--- config.mk ---
export PLATFORM = sky130hd
export DESIGN_NAME = cfr_cpw_loader
export DESIGN_NICKNAME = d
export VERILOG_FILES = /design/src/rtl/cfr_pkg.sv /design/src/rtl/cfr_cpw_loader.sv
export SDC_FILE = /design/constraint.sdc
export NUM_CORES = 1
export LEC_CHECK = 0
export BUFFER_PORTS_ARGS = -buffer_cell sky130_fd_sc_hd__buf_2
export CAP_MARGIN = 25
export CORE_ASPECT_RATIO = 1.4
export CORE_MARGIN = 2
export CORE_UTILIZATION = 43
export CTS_BUF_LIST = sky130_fd_sc_hd__clkbuf_8
export CTS_CLUSTER_DIAMETER = 120
export DETAILED_ROUTE_END_ITERATION = 8
export PLACE_DENSITY = 0.8
export SLEW_MARGIN = 25
export SYNTH_ARGS = -nofsm -noshare
export SYNTH_HDL_FRONTEND = slang
export SYNTH_SLANG_ARGS = --single-unit
--- constraint.sdc ---
create_clock -name ctrl_clk -period 1.7 [get_ports ctrl_clk]
set_input_delay 0.34 -clock ctrl_clk [delete_from_list [all_inputs] [get_ports ctrl_clk]]
set_output_delay 0.34 -clock ctrl_clk [all_outputs]
set_load 0.05 [all_outputs]
--- src/rtl/cfr_pkg.sv ---
// Shared types and default sizes for the CPW loader.
package cfr_pkg;

    localparam int CFR_DATA_WIDTH     = 16;
    localparam int CFR_CPW_ADDR_WIDTH = 8;

    typedef enum logic [1:0] {
        ST_IDLE  = 2'd0,
        ST_LOAD  = 2'd1,
        ST_FLUSH = 2'd2
    } cfr_state_e;

endpackage

--- src/rtl/cfr_cpw_loader.sv ---
// Streams a cancellation-pulse waveform into CPW memory, one write per beat.
// Optional running XOR checksum output: define CFR_CPW_LOADER_CHECKSUM_EN.
module cfr_cpw_loader
    import cfr_pkg::*;
#(
    parameter int DATA_WIDTH     = CFR_DATA_WIDTH,
    parameter int CPW_ADDR_WIDTH = CFR_CPW_ADDR_WIDTH
) (
    input  logic                      ctrl_clk,
    input  logic                      ctrl_rst,
    input  logic                      start,
    input  logic                      abort,
    input  logic                      s_valid,
    output logic                      s_ready,
    input  logic [DATA_WIDTH-1:0]     s_data_i,
    input  logic [DATA_WIDTH-1:0]     s_data_q,
    input  logic                      s_last,
    output logic                      ctrl_cpw_wr_en,
    output logic [CPW_ADDR_WIDTH-1:0] ctrl_cpw_wr_addr,
    output logic [DATA_WIDTH-1:0]     ctrl_cpw_wr_data_i,
    output logic [DATA_WIDTH-1:0]     ctrl_cpw_wr_data_q,
    output logic                      busy,
    output logic                      done,
    output logic                      error
`ifdef CFR_CPW_LOADER_CHECKSUM_EN
    ,
    output logic [2*DATA_WIDTH-1:0]   checksum
`endif
);

    cfr_state_e                r_state;
    cfr_state_e                w_next;
    logic [CPW_ADDR_WIDTH-1:0] r_cnt;
    logic                      r_wr_en;
    logic [CPW_ADDR_WIDTH-1:0] r_wr_addr;
    logic [DATA_WIDTH-1:0]     r_wr_i;
    logic [DATA_WIDTH-1:0]     r_wr_q;
    logic                      r_done;
    logic                      r_error;

    logic w_ready;
    logic w_accept;
    logic w_load_acc;
    logic w_start;
    logic w_at_end;

    // abort (and reset) must close the handshake in the same cycle
    assign w_ready    = (r_state != ST_IDLE) && !abort && !ctrl_rst;
    assign w_accept   = s_valid && w_ready;
    assign w_load_acc = w_accept && (r_state == ST_LOAD);
    assign w_start    = (r_state == ST_IDLE) && start && !abort;
    assign w_at_end   = (r_cnt == {CPW_ADDR_WIDTH{1'b1}});

    always_comb begin
        w_next = r_state;
        case (r_state)
            ST_IDLE: begin
                if (start) w_next = ST_LOAD;
            end
            ST_LOAD: begin
                if (w_accept) begin
                    if (s_last)        w_next = ST_IDLE;
                    else if (w_at_end) w_next = ST_FLUSH;
                end
            end
            ST_FLUSH: begin
                if (w_accept && s_last) w_next = ST_IDLE;
            end
            default: w_next = ST_IDLE;
        endcase
        if (abort) w_next = ST_IDLE;
    end

    always_ff @(posedge ctrl_clk) begin
        if (ctrl_rst) begin
            r_state   <= ST_IDLE;
            r_cnt     <= '0;
            r_wr_en   <= 1'b0;
            r_wr_addr <= '0;
            r_wr_i    <= '0;
            r_wr_q    <= '0;
            r_done    <= 1'b0;
            r_error   <= 1'b0;
        end else begin
            r_state   <= w_next;
            r_wr_en   <= w_load_acc;
            r_wr_addr <= w_load_acc ? r_cnt : '0;
            r_wr_i    <= w_load_acc ? s_data_i : '0;
            r_wr_q    <= w_load_acc ? s_data_q : '0;
            r_done    <= w_load_acc && s_last && w_at_end;
            if (w_start) begin
                r_cnt   <= '0;
                r_error <= 1'b0;
            end else if (w_load_acc) begin
                // early last or missing last on the final slot
                if (s_last != w_at_end) r_error <= 1'b1;
                if (!s_last && !w_at_end) r_cnt <= r_cnt + 1'b1;
            end
        end
    end

`ifdef CFR_CPW_LOADER_CHECKSUM_EN
    logic [2*DATA_WIDTH-1:0] r_cks;

    always_ff @(posedge ctrl_clk) begin
        if (ctrl_rst) begin
            r_cks <= '0;
        end else if (w_start) begin
            r_cks <= '0;
        end else if (w_load_acc) begin
            r_cks <= r_cks ^ {s_data_i, s_data_q};
        end
    end

    assign checksum = r_cks;
`endif

    assign s_ready            = w_ready;
    assign ctrl_cpw_wr_en     = r_wr_en;
    assign ctrl_cpw_wr_addr   = r_wr_addr;
    assign ctrl_cpw_wr_data_i = r_wr_i;
    assign ctrl_cpw_wr_data_q = r_wr_q;
    assign busy               = (r_state != ST_IDLE);
    assign done               = r_done;
    assign error              = r_error;

endmodule

==> summary.md <==
| Metric | Value |
|---|---|
| ANT nets after route | `0` |
| CTS Sinks | `53` |
| CTS Buffer Depth | `2` |
| Crit path largest cell delay | `0.54 ns` |
| Setup-failing EPs final | `0` |
| First-pass GRT wire length | `6.099 mm` |
| Crit path time final | `1.658 ns` |
| Unrepaired setup endpoints after global routing | `true` |
| Nature of the critical path startpoint | `register` |
| Drt wl/cell | `13.30 µm` |
| Reg2Reg Setup Slack | `0.04 ns` |
| GRT overflow | `0` |
| Ys async rst share | `0` |
| Setup tns final | `0 ns` |
| Clock share of power | `0.385` |
| Critical path peak fanout | `4` |
| CP endpoint kind | `register` |
| Most used cell, CP | `ha_4` |
| Layout net count | `291` |
| DRC viols | `0` |
| Pin count of the biggest net entering global routing | `37` |
| Post-DP HPWL | `2.783 mm` |
| DIE AREA | `4601 µm²` |
| Arrival @ worst endpoint | `1.90 ns` |
| Required time of the worst setup path | `1.94 ns` |
| Dpl cells | `285` |
| Switching Power | `0.4765 mW` |
| Worst VDD drop | `716.1 µV` |
| Initial DRC Count | `40` |
| Share of layout cells above drive strength 1 | `0.4802` |
| Post-synthesis sequential area ratio | `0.6066` |
| Gate power share | `0.063` |
| Core box area | `3919 µm²` |
| #FFs+latches synth | `53` |
| Max Fclk | `603.2 MHz` |
| Routed vias/inst | `5.136` |
| Worst hold path class | `primary input to register` |
| Clock root cell | `clkbuf_8` |
| Cell taking the most area after synthesis | `dfxtp_1` |
| Worst slack at placement | `-0.01690 ns` |
| Slowest cell on crit path | `or4_1` |
| Ports | `83` |
| Slew margin rel. | `0.7626` |
| Synth area leaders | `dfxtp_1 61%, and3_1 14%, nand3b_1 2.1%, clkbuf_1 1.9%, mux2i_1 1.7%` |
| Power density over the cells | `922.0 nW/µm²` |
| Worst Setup EP | `r_cnt[3]` |
| Yosys warnings | `0` |
| CP Class | `register to register` |
| Seq. cell area | `1072 µm²` |
| Max Cap Viol | `0` |
| Vias | `1515` |
| FF-to-FF Start | `r_cnt[1]` |
| Reg2reg path depth | `6` |
| Initial core utilization | `0.4464` |
| CTS buffer count | `5` |
| Initial antenna violation count | `0` |
| Vias in the first global route | `1393` |
| Clock transition at path regs | `0.09 ns` |
| Final WL | `3.923 mm` |
| Post-Syn Area | `1749 µm²` |
| Unique masters post-synth | `34` |
| Final GP Congestion | `0.8094` |
| Flop pwr share | `0.552` |
| Max Slew Vio Count | `0` |
| Hold Fails Final Rpt | `0` |
| Area of the multi-input gates | `680.7 µm²` |
| Status | `completed` |
| Syn avg cell area | `10.93 µm²` |
| Row Count | `27` |
| Critical path origin | `r_cnt[1]` |
| Skew final | `0.002674 ns` |
| Synth top cells by count | `53 x dfxtp_1, 38 x and3_1, 9 x clkbuf_1, 5 x a21oi_1, 5 x nand3b_1` |
| Most common cell in the netlist | `dfxtp_1` |
| Post-Synthesis Cells | `160` |
| CTS tree | `done` |
| Slew of the pin with the lowest slew margin | `0.3528 ns` |
| Int Pwr | `1.786 mW` |
| Final Worst Setup Slack | `0.04219 ns` |
| Non-filler cells in the finished layout | `295` |
| Post-synth net total | `200` |
| Global-route usage over all layers | `0.1725` |
| Filler cells | `347` |
| IO buf count | `82` |
| Die X | `57.91 µm` |
| Dominant synthesized flop cell | `dfxtp_1` |
| DIE HEIGHT | `79.47 µm` |
| Worst-Skew Late Latency | `0.30 ns` |
| Crit-path cells | `ha_4, nand3_4, ha_4, nand4b_1, or4_1, a21oi_1` |
| # H-tree levels | `2` |
| EDFF count, synth | `0` |
| Sw frac | `0.2106` |
| First-pass DRT Iterations | `4` |
| Final Cycle Share | `0.9752` |
| Leakage | `1.308 nW` |
| Crit Reg-Reg Endpoint | `r_cnt[3]` |
| Synth top area share | `0.6066` |
| N_diodes | `0` |
| Layout area overhead | `40.27%` |
## worst min-delay path by stage
stage	start	endpoint	slack, ns	cells after the start
floorplan	r_cnt[6]	r_cnt[6]	0.44	2
global placement	error	error	0.45	2
detailed placement	r_cnt[6]	r_cnt[6]	0.46	2
CTS	s_data_i[5]	ctrl_cpw_wr_data_i[5]	0.25	2
global route	s_data_i[4]	ctrl_cpw_wr_data_i[4]	0.25	2
finish	s_data_i[4]	ctrl_cpw_wr_data_i[4]	0.26	2
## stage by stage
stage,util,total power [mW],instance area [µm²],hold slack (ns)
2_1_floorplan,-,1.350,1749,0.4425
6_report,0.6261,2.262,2454,0.2563
3_5_place_dp,0.5779,1.419,2265,0.4609
3_3_place_gp,0.5779,1.417,2265,0.4508
5_1_grt,0.6261,2.350,2454,0.2470
4_1_cts,0.6092,2.290,2387,0.2450
## state kept, by name (all words and copies together) (netlist names)
name                count
ctrl_cpw_wr_data_i     16
ctrl_cpw_wr_data_q     16
ctrl_cpw_wr_addr        8
r_cnt                   8
r_state                 2
ctrl_cpw_wr_en          1
done                    1
error                   1
## metal layers
metal,global-route usage,routed length (µm)
met5,0,0
met4,0.09767,121
met3,0.03241,232
met2,0.3102,2062
met1,0.1834,1506
## power by group through the flow
| stage | Combinational, mW | Clock, mW | Sequential (mW) |
|---|---|---|---|
| 2_1_floorplan | 0.0505 | 0 | 1.30 |
| 4_1_cts | 0.140 | 0.899 | 1.25 |
| 5_1_grt | 0.155 | 0.944 | 1.25 |
| 3_5_place_dp | 0.139 | 0 | 1.28 |
| 6_report | 0.142 | 0.871 | 1.25 |
| 3_3_place_gp | 0.137 | 0 | 1.28 |
## critical path: cells and delay by family, from the launching register on
| kind | cells | cell delay, ns |
|---|---|---|
| DFF | 1 | 0.37 |
| and+or+nand+nor | 3 | 0.79 |
| adders and majority gates | 2 | 0.31 |
| AOI/OAI and AO/OA | 1 | 0.13 |
## cell families after synthesis
| group | after synthesis | share of synthesized area |
|---|---|---|
| adders and majority gates | 2 | 0.01430 |
| muxes | 4 | 0.02575 |
| AOI/OAI and AO/OA | 11 | 0.03934 |
| buffers and inverters | 13 | 0.02861 |
| DFF | 53 | 0.6066 |
| and+or+nand+nor | 77 | 0.2854 |
## area by class of cell
type / instances / share of cell area
sequential: 53 / 0.4370
multi-input combinational: 94 / 0.2774
timing repair buffer: 94 / 0.2101
clock buffer: 6 / 0.03366
tap: 43 / 0.02193
clock inverter: 2 / 0.01530
inverter: 3 / 0.004590
## layout by cell type, fill, tap and decap left out, types with 2 or more instances in the layout
master	instances
or2_2	2
buf_2	81
nand3b_1	5
nor2_1	2
mux2i_1	3
or4_1	2
inv_1	3
and3_1	38
buf_4	11
nor3_1	4
a21oi_1	5
clkbuf_8	6
dfxtp_1	46
nand4b_1	2
dfxtp_2	6
nand3_1	3
ha_4	2
nor2_2	2
o31ai_1	2
nand4_1	2
nand2_1	3
## timing repair
item,in CTS,in global routing
pin swaps,1,7
buffers inserted,0,2
gates resized for setup,1,15
hold buffers,0,0
setup endpoints to repair,2,8
Power figures use the tool's default switching activity.
